$ cat src/rtl/valve_line_pkg.sv
// Shared types and constants for the valve board serial line master.
package valve_line_pkg;

    localparam int FRAME_BITS = 48;

    localparam logic SEN_IDLE   = 1'b0;
    localparam logic SCLK_IDLE  = 1'b0;
    localparam logic SDATA_IDLE = 1'b1;

    typedef enum logic [2:0] {
        ST_IDLE,
        ST_LEAD,
        ST_SETUP,
        ST_HIGH,
        ST_LOW,
        ST_TRAIL,
        ST_GAP
    } valve_line_state_t;

    function automatic int max_int(input int a, input int b);
        return (a > b) ? a : b;
    endfunction

endpackage

$ cat src/rtl/valve_line_phase_timer.sv
// Loadable down-counter timing each FSM state; tick marks the last cycle of a state.
module valve_line_phase_timer
    import valve_line_pkg::*;
#(
    parameter int W = 3
) (
    input  logic         sys_clk,
    input  logic         rst_n,
    input  logic         load,
    input  logic [W-1:0] load_val,
    output logic [W-1:0] count,
    output logic         tick
);

    logic [W-1:0] count_q;
    logic [W-1:0] count_d;

    always_comb begin
        count_d = count_q;
        if (load) begin
            count_d = load_val;
        end else if (count_q != '0) begin
            count_d = count_q - W'(1);
        end
    end

    always_ff @(posedge sys_clk or negedge rst_n) begin
        if (!rst_n) begin
            count_q <= '0;
        end else begin
            count_q <= count_d;
        end
    end

    assign count = count_q;
    assign tick  = (count_q == '0);

endmodule

$ cat src/rtl/valve_line_transmitter.sv
// Serial line master: shifts a 48-bit valve word out LSB first inside one line_sen window.
//
// state | meaning
// IDLE  | ready for a word, line at idle levels
// LEAD  | sen high, sdata high before bit 0
// SETUP | data presented ahead of the sclk rise
// HIGH  | sclk high; data held, then released high
// LOW   | sclk low, sdata high; shifts to next bit on exit
// TRAIL | sen high after the last bit
// GAP   | sen low spacing before the next frame
module valve_line_transmitter
    import valve_line_pkg::*;
#(
    parameter int QUARTER   = 3,
    parameter int LEAD_CYC  = 1,
    parameter int TRAIL_CYC = 1,
    parameter int GAP_CYC   = 2
) (
    input  logic                  sys_clk,
    input  logic                  rst_n,
    input  logic [FRAME_BITS-1:0] tx_data,
    input  logic                  tx_valid,
    output logic                  tx_ready,
    output logic                  line_sen,
    output logic                  line_sclk,
    output logic                  line_sdata,
    output logic                  busy,
    output logic                  frame_done
);

    if (QUARTER < 1 || LEAD_CYC < 1 || TRAIL_CYC < 1 || GAP_CYC < 1) begin : g_param_check
        $error("valve_line_transmitter: all timing parameters must be >= 1");
    end

    // The shared phase timer must hold the longest state duration, not only 2*QUARTER.
    localparam int MAX_DUR = max_int(max_int(2 * QUARTER, LEAD_CYC), max_int(TRAIL_CYC, GAP_CYC));
    localparam int PH_W    = (MAX_DUR > 1) ? $clog2(MAX_DUR) : 1;
    localparam int BIT_W   = 6;

    localparam logic [PH_W-1:0]  LEAD_LD  = PH_W'(LEAD_CYC - 1);
    localparam logic [PH_W-1:0]  QTR_LD   = PH_W'(QUARTER - 1);
    localparam logic [PH_W-1:0]  HIGH_LD  = PH_W'(2 * QUARTER - 1);
    localparam logic [PH_W-1:0]  TRAIL_LD = PH_W'(TRAIL_CYC - 1);
    localparam logic [PH_W-1:0]  GAP_LD   = PH_W'(GAP_CYC - 1);
    localparam logic [PH_W-1:0]  HOLD_CMP = PH_W'(QUARTER);
    localparam logic [BIT_W-1:0] LAST_BIT = BIT_W'(FRAME_BITS - 1);

    valve_line_state_t state_q, state_d;

    logic [FRAME_BITS-1:0] shift_q, shift_d;
    logic [BIT_W-1:0]      bit_cnt_q, bit_cnt_d;
    logic                  tx_ready_q, tx_ready_d;
    logic                  busy_q, busy_d;
    logic                  sen_q, sen_d;
    logic                  sclk_q, sclk_d;
    logic                  sdata_q, sdata_d;
    logic                  done_q, done_d;

    logic                  ph_load;
    logic [PH_W-1:0]       ph_load_val;
    logic [PH_W-1:0]       ph_count;
    logic                  ph_tick;

    valve_line_phase_timer #(
        .W(PH_W)
    ) u_phase_timer (
        .sys_clk  (sys_clk),
        .rst_n    (rst_n),
        .load     (ph_load),
        .load_val (ph_load_val),
        .count    (ph_count),
        .tick     (ph_tick)
    );

    always_comb begin
        state_d     = state_q;
        shift_d     = shift_q;
        bit_cnt_d   = bit_cnt_q;
        ph_load     = 1'b0;
        ph_load_val = '0;

        case (state_q)
            ST_IDLE: begin
                if (tx_valid && tx_ready_q) begin
                    state_d     = ST_LEAD;
                    shift_d     = tx_data;
                    bit_cnt_d   = '0;
                    ph_load     = 1'b1;
                    ph_load_val = LEAD_LD;
                end
            end
            ST_LEAD: begin
                if (ph_tick) begin
                    state_d     = ST_SETUP;
                    ph_load     = 1'b1;
                    ph_load_val = QTR_LD;
                end
            end
            ST_SETUP: begin
                if (ph_tick) begin
                    state_d     = ST_HIGH;
                    ph_load     = 1'b1;
                    ph_load_val = HIGH_LD;
                end
            end
            ST_HIGH: begin
                if (ph_tick) begin
                    state_d     = ST_LOW;
                    ph_load     = 1'b1;
                    ph_load_val = QTR_LD;
                end
            end
            ST_LOW: begin
                if (ph_tick) begin
                    shift_d   = {1'b0, shift_q[FRAME_BITS-1:1]};
                    bit_cnt_d = bit_cnt_q + BIT_W'(1);
                    ph_load   = 1'b1;
                    if (bit_cnt_q == LAST_BIT) begin
                        state_d     = ST_TRAIL;
                        ph_load_val = TRAIL_LD;
                    end else begin
                        state_d     = ST_SETUP;
                        ph_load_val = QTR_LD;
                    end
                end
            end
            ST_TRAIL: begin
                if (ph_tick) begin
                    state_d     = ST_GAP;
                    ph_load     = 1'b1;
                    ph_load_val = GAP_LD;
                end
            end
            ST_GAP: begin
                if (ph_tick) begin
                    state_d = ST_IDLE;
                end
            end
            default: begin
                state_d = ST_IDLE;
            end
        endcase
    end

    // Line outputs follow the current state one cycle late, so every line pin is a flop.
    always_comb begin
        sen_d   = SEN_IDLE;
        sclk_d  = SCLK_IDLE;
        sdata_d = SDATA_IDLE;
        done_d  = 1'b0;

        case (state_q)
            ST_LEAD, ST_LOW, ST_TRAIL: begin
                sen_d = 1'b1;
            end
            ST_SETUP: begin
                sen_d   = 1'b1;
                sdata_d = shift_q[0];
            end
            ST_HIGH: begin
                sen_d  = 1'b1;
                sclk_d = 1'b1;
                if (ph_count >= HOLD_CMP) begin
                    sdata_d = shift_q[0];
                end
            end
            ST_GAP: begin
                done_d = (ph_count == GAP_LD);
            end
            default: begin
                sen_d = SEN_IDLE;
            end
        endcase
    end

    // Handshake flags track the next state so tx_ready never overlaps a started frame.
    assign tx_ready_d = (state_d == ST_IDLE);
    assign busy_d     = (state_d != ST_IDLE);

    always_ff @(posedge sys_clk or negedge rst_n) begin
        if (!rst_n) begin
            state_q    <= ST_IDLE;
            shift_q    <= '0;
            bit_cnt_q  <= '0;
            tx_ready_q <= 1'b0;
            busy_q     <= 1'b0;
            sen_q      <= SEN_IDLE;
            sclk_q     <= SCLK_IDLE;
            sdata_q    <= SDATA_IDLE;
            done_q     <= 1'b0;
        end else begin
            state_q    <= state_d;
            shift_q    <= shift_d;
            bit_cnt_q  <= bit_cnt_d;
            tx_ready_q <= tx_ready_d;
            busy_q     <= busy_d;
            sen_q      <= sen_d;
            sclk_q     <= sclk_d;
            sdata_q    <= sdata_d;
            done_q     <= done_d;
        end
    end

    assign tx_ready   = tx_ready_q;
    assign busy       = busy_q;
    assign line_sen   = sen_q;
    assign line_sclk  = sclk_q;
    assign line_sdata = sdata_q;
    assign frame_done = done_q;

endmodule

$ cat config.mk
export PLATFORM = sky130hd
export DESIGN_NAME = valve_line_transmitter
export DESIGN_NICKNAME = d
export VERILOG_FILES = /design/src/rtl/valve_line_pkg.sv /design/src/rtl/valve_line_phase_timer.sv /design/src/rtl/valve_line_transmitter.sv
export SDC_FILE = /design/constraint.sdc
export NUM_CORES = 1
export LEC_CHECK = 0
export ABC_AREA = 0
export CORE_ASPECT_RATIO = 1.75
export CORE_MARGIN = 5
export CORE_UTILIZATION = 55
export CTS_CLUSTER_SIZE = 12
export DETAILED_ROUTE_END_ITERATION = 12
export PLACE_DENSITY = 0.82
export SYNTH_ARGS = -nofsm -noshare
export SYNTH_HDL_FRONTEND = slang
export SYNTH_SLANG_ARGS = --single-unit
$ cat constraint.sdc
create_clock -name sys_clk -period 2.9 [get_ports sys_clk]
set_input_delay 0.58 -clock sys_clk [delete_from_list [all_inputs] [get_ports sys_clk]]
set_output_delay 0.58 -clock sys_clk [all_outputs]
set_load 0.01 [all_outputs]
# ---- Yosys cells after proc, flatten, opt, wreduce, memory -nomap -nowiden
# Cells that the tools add are included.
dict set report word_totals {
  register_bits 66
  inputBits 51
  out_inout_bits 6
  elab_cells 65
}
dict set report op_classes {
  addsub 2
  order_cmp 1
  n_eq_ne 10
  n_mux 31
  reduce_logical 11
}
# operator count
set ops {}
lappend ops {{48-bit two-way mux} 2}
lappend ops {{48-bit case mux with 2 select lines} 1}
lappend ops {{3-bit two-way mux} 11}
lappend ops {{3-bit case mux with 7 select lines} 1}
lappend ops {{6-bit two-way mux} 2}
lappend ops {{3-bit case mux with 4 select lines} 1}
lappend ops {{6-bit case mux with 2 select lines} 1}
lappend ops {{3-bit == test, second input constant} 3}
lappend ops {{3-bit logical NOT} 3}
lappend ops {{1-bit two-way mux} 7}
lappend ops {{6-bit by 1-bit adder with 6-bit output, second input constant} 1}
lappend ops {{3-bit by 1-bit == test with 1-bit output, second input constant} 2}
lappend ops {{3-bit by 2-bit == test with 1-bit output, second input constant} 2}
lappend ops {{6-bit == test, second input constant} 1}
lappend ops {{2-bit two-way mux} 3}
lappend ops {{3-bit nonzero test} 2}
lappend ops {{5-bit OR reduction} 1}
lappend ops {{2-bit inequality test, second input constant} 2}
lappend ops {{1-bit case mux with 2 select lines} 2}
lappend ops {{2-bit nonzero test} 2}
lappend ops {{3-bit by 2-bit >= comparator with 1-bit output, second input constant} 1}
lappend ops {{3-bit AND reduction} 1}
lappend ops {{3-bit by 1-bit subtractor with 3-bit output, second input constant} 1}
lappend ops {{2-bit OR reduction} 1}
lappend ops {{1-bit logical AND} 1}

# ---- Longest topological paths before layout
dict set report depth {
  ltp_word 5
  depth_mapped 8
  mapped_depth_nobuf 6
}

# ---- Hierarchy
# From an unflattened synthesis, not the netlist that was laid out.
dict set report hier_totals {
  cells_unflattened 272
  hier_area_um2 3540.9
}
# module instances cells_per_inst area_each_um2 seq_area_each_um2
set modules_own_cells {}
lappend modules_own_cells {valve_line_transmitter 1 251 3340.7 1577.8}
lappend modules_own_cells {valve_line_phase_timer 1 21 200.2 75.1}

# ---- Least setup slack after synthesis
# Ideal clock, no wire load.
dict set report synth_path {
  kind {reg-to-reg}
  from {reg u_phase_timer.count_q[0] (netlist: u_phase_timer.count[0])}
  to {reg shift_q[0]}
  setup_ns 0.126
  t_arrival_ns 1.540
  required_time_ns 2.774
  path_slack_ns 1.234
  path_stages_with_launch 8
  path_buffers 2
  synth_period_minus_slack_ns 1.666
  cell_sequence {dfrtp_1 > inv_1 > ha_1 > nand4bb_2 > o22ai_2 > buf_4 > buf_2 > a21oi_1}
}
dict set report synth_between {
  elab_chain_len 3
}
# item line
set synth_rtl {}
lappend synth_rtl {{from (decl)} valve_line_phase_timer.sv:15} ;# logic [W-1:0] count_q;
lappend synth_rtl {{from (signal assigned)} valve_line_phase_timer.sv:31} ;# count_q <= count_d;
lappend synth_rtl {{3-bit logical NOT} valve_line_phase_timer.sv:36} ;# assign tick = (count_q == '0);
lappend synth_rtl {{2-bit inequality test (no line)} n/a}
lappend synth_rtl {{3-bit AND reduction (no line)} n/a}
lappend synth_rtl {{to (signal assigned)} valve_line_transmitter.sv:193} ;# shift_q <= shift_d;
lappend synth_rtl {{to (decl)} valve_line_transmitter.sv:50} ;# logic [FRAME_BITS-1:0] shift_q, shift_d;
# No other way between the ends.
# A chain may end at the register's enable or synchronous reset.

# ---- Final worst setup path
dict set report layout_path {
  from {reg u_phase_timer.count_q[0] (netlist: u_phase_timer.count[0])}
  to {reg shift_q[12]}
}
# The elaborated chain is that of the path after synthesis.

==> impl_metrics.json <==
{
  "outcome": "finished, final reports clean",
  "n_antenna_cell": 0,
  "fin_cells": 443,
  "ys_seq_area_frac": 0.5176,
  "required_ns": 3.17,
  "cts_num_sinks": 66,
  "placedCellCount": 427,
  "worst_setup_path_start_kind": "flip-flop",
  "cts_root_buf": "clkbuf_8",
  "routed_wl_um": 6500,
  "syn_to_final_growth_pct": 25.24,
  "synth_area_mm2": 0.003193,
  "rsz0062_at_grt": "false",
  "drv_slew": 0,
  "clkLatencyLatePin_ns": 0.34,
  "io_pins": 57,
  "h-tree-depth": 3,
  "multiInputGateArea_mm2": 0.001410,
  "slew_headroom": 0.5303,
  "setup_tns_ns": 0,
  "coreArea_mm2": 0.005630,
  "grt_pass1_vias": 2472,
  "synth-seq-cells": 66,
  "synth_ff_type": "dfrtp_1",
  "worst_setup_path_end_kind": "flip-flop",
  "synth_cell_types": 43,
  "crit_type": "flip-flop to flip-flop",
  "clkTransAtPathRegs_ns": 0.07,
  "postCtsSetupBuffers": 0,
  "setup_viol": 0,
  "fmax_mhz": 454.9,
  "gp_congestion": 0.8078,
  "wl_per_cell_um": 14.67,
  "grt.overflow.total": 0,
  "cap_violations": 0,
  "synthArstFlopShare": 1.000,
  "ys_warn_count": 0,
  "hold_path.class": "primary input to asynchronous set/reset pin",
  "finalCritPeriodShare": 0.7580,
  "dpl.hpwl_um": 4654,
  "vdd_drop_max_uv": 470.5,
  "antenna_left": 0,
  "synth-edff-count": 0,
  "hold_violations": 0,
  "place_area_mm2": 0.003795,
  "die_w_um": 67.60,
  "final_area_mm2": 0.003999,
  "yosysTopAreaCell": "dfrtp_1",
  "drc": 0,
  "drive_gt1_frac": 0.08174,
  "grt_pass1_wl_um": 10920,
  "skew_ns": 0.004418,
  "initial_core_util": 0.5671,
  "final-seq-area_mm2": 0.001653,
  "grt_usage": 0.1889,
  "final_nets": 418,
  "p_leak_nw": 1.531,
  "nFillCells": 427,
  "synth.area.top_cells": "dfrtp_1, mux2i_1, a21oi_1, nor2_1, ha_1",
  "synth.avg_cell_area_um2": 10.27,
  "holdWs_ns": 0.2420,
  "drtIter0Drc": 135,
  "first_pass_iters": 4,
  "crit_fanout": 61,
  "finalPower_mw": 3.337,
  "synth.top_cell.area_share": 0.5094,
  "io_buffers": 56,
  "fin_crit_ns": 2.198,
  "cts_tree": "built",
  "antenna_found_initial": 0,
  "powerDensity_mw_per_mm2": 834.5,
  "cp.arrival_ns": 2.47,
  "synth_nets": 367,
  "worstMarginPinSlew_ns": 0.7045,
  "cts_buffer_depth": 2,
  "cts-buffers-inserted": 9,
  "dieArea_mm2": 0.007489,
  "vias": 2414,
  "grt_max_degree": 62,
  "die_height_um": 110.8,
  "postCtsHoldBufs": 0,
  "syn_inst": 311,
  "post_cts_resize_count": 0,
  "row_count": 36,
  "post_drt_via_cell_ratio": 5.449
}
-- final timing paths --
| path | start | end | slack (ns) | depth (start not counted) |
|---|---|---|---|---|
| worst min register to register | shift_q[47]$_DFFE_PN0P_ | shift_q[47]$_DFFE_PN0P_ | 0.50 | 1 |
| worst max-delay path | u_phase_timer.count[0]$_DFFE_PN0P_ | shift_q[12]$_DFFE_PN0P_ | 0.70 | 7 |
| max in group asynchronous | rst_n | shift_q[2]$_DFFE_PN0P_ | 1.91 | 2 |
| worst max register to register | u_phase_timer.count[0]$_DFFE_PN0P_ | shift_q[12]$_DFFE_PN0P_ | 0.70 | 7 |
| min in group sys_clk | shift_q[47]$_DFFE_PN0P_ | shift_q[47]$_DFFE_PN0P_ | 0.50 | 1 |
| worst min-delay path | rst_n | bit_cnt_q[5]$_DFFE_PN0P_ | 0.24 | 1 |
-- through the flow --
stage / setup slack, ns / util
floorplan: 1.234 / -
global placement: 0.7546 / 0.6740
detailed placement: 0.6950 / 0.6740
CTS: 0.6850 / 0.7102
global route: 0.4718 / 0.7102
finish: 0.7018 / 0.7102
-- critical path, cell delays in order, from the launching register on --
cell	delay, ns
dfrtp_1	0.44
inv_1	0.15
ha_1	0.27
nand4bb_2	0.26
o22ai_4	0.49
buf_12	0.31
nor2_1	0.07
a21oi_1	0.13
-- power breakdown --
part / total, mW / switching, mW / leakage, nW / internal, mW
combinational: 0.892 / 0.417 / 0.676 / 0.475
sequential: 1.67 / 0.318 / 0.750 / 1.35
clock: 0.778 / 0.339 / 0.105 / 0.439
-- metal layers --
layer / wire [um] / GRT usage
met5: 0 / 0
met4: 164 / 0.08672
met3: 266 / 0.03347
met2: 3409 / 0.3129
met1: 2659 / 0.2308
-- cell families after synthesis --
| logic type | count (synthesis) | synth area share |
|---|---|---|
| compound gates | 72 | 0.1246 |
| xor+xnor | 3 | 0.008230 |
| fa+ha+maj | 5 | 0.01959 |
| buf+inv | 26 | 0.04349 |
| flops | 66 | 0.5176 |
| mux | 48 | 0.1505 |
| simple gates | 91 | 0.1360 |
-- flip-flops by register name, indices dropped and copies added (netlist names) --
signal	count
shift_q	48
line_sdata	1
bit_cnt_q	6
busy	1
tx_ready	1
state_q	3
u_phase_timer.count	3
line_sclk	1
frame_done	1
line_sen	1
-- layout make-up --
class	instances	share of cell area
inverter	5	0.004693
sequential	66	0.4133
timing repair buffer	61	0.1546
clock buffer	11	0.03786
multi-input combinational	219	0.3526
clock inverter	5	0.01314
tap	76	0.02378
-- synthesized netlist by cell type (3+ instances only) --
| cell type | number |
|---|---|
| xnor2_1 | 3 |
| ha_1 | 5 |
| nand2_1 | 10 |
| dfrtp_1 | 65 |
| nand3_1 | 3 |
| nor2_1 | 56 |
| nor4_1 | 3 |
| inv_1 | 5 |
| o21ai_0 | 5 |
| mux2i_1 | 48 |
| clkbuf_1 | 4 |
| buf_4 | 3 |
| o22ai_1 | 3 |
| buf_2 | 11 |
| a21oi_1 | 54 |
-- cells in the final DEF (no fill, tap or decap), types with 3 or more instances in the layout --
cell type,synthesis,final
clkbuf_8,0,11
clkinv_2,0,3
o21ai_0,5,5
o22ai_1,3,3
nor2_1,56,56
inv_1,5,5
nand3_1,3,3
ha_1,5,5
xnor2_1,3,3
buf_4,3,3
clkdlybuf4s50_1,0,55
nor4_1,3,3
dfrtp_1,65,65
mux2i_1,48,48
nand2_1,10,10
a21oi_1,54,54
Power figures use the tool's default switching activity.
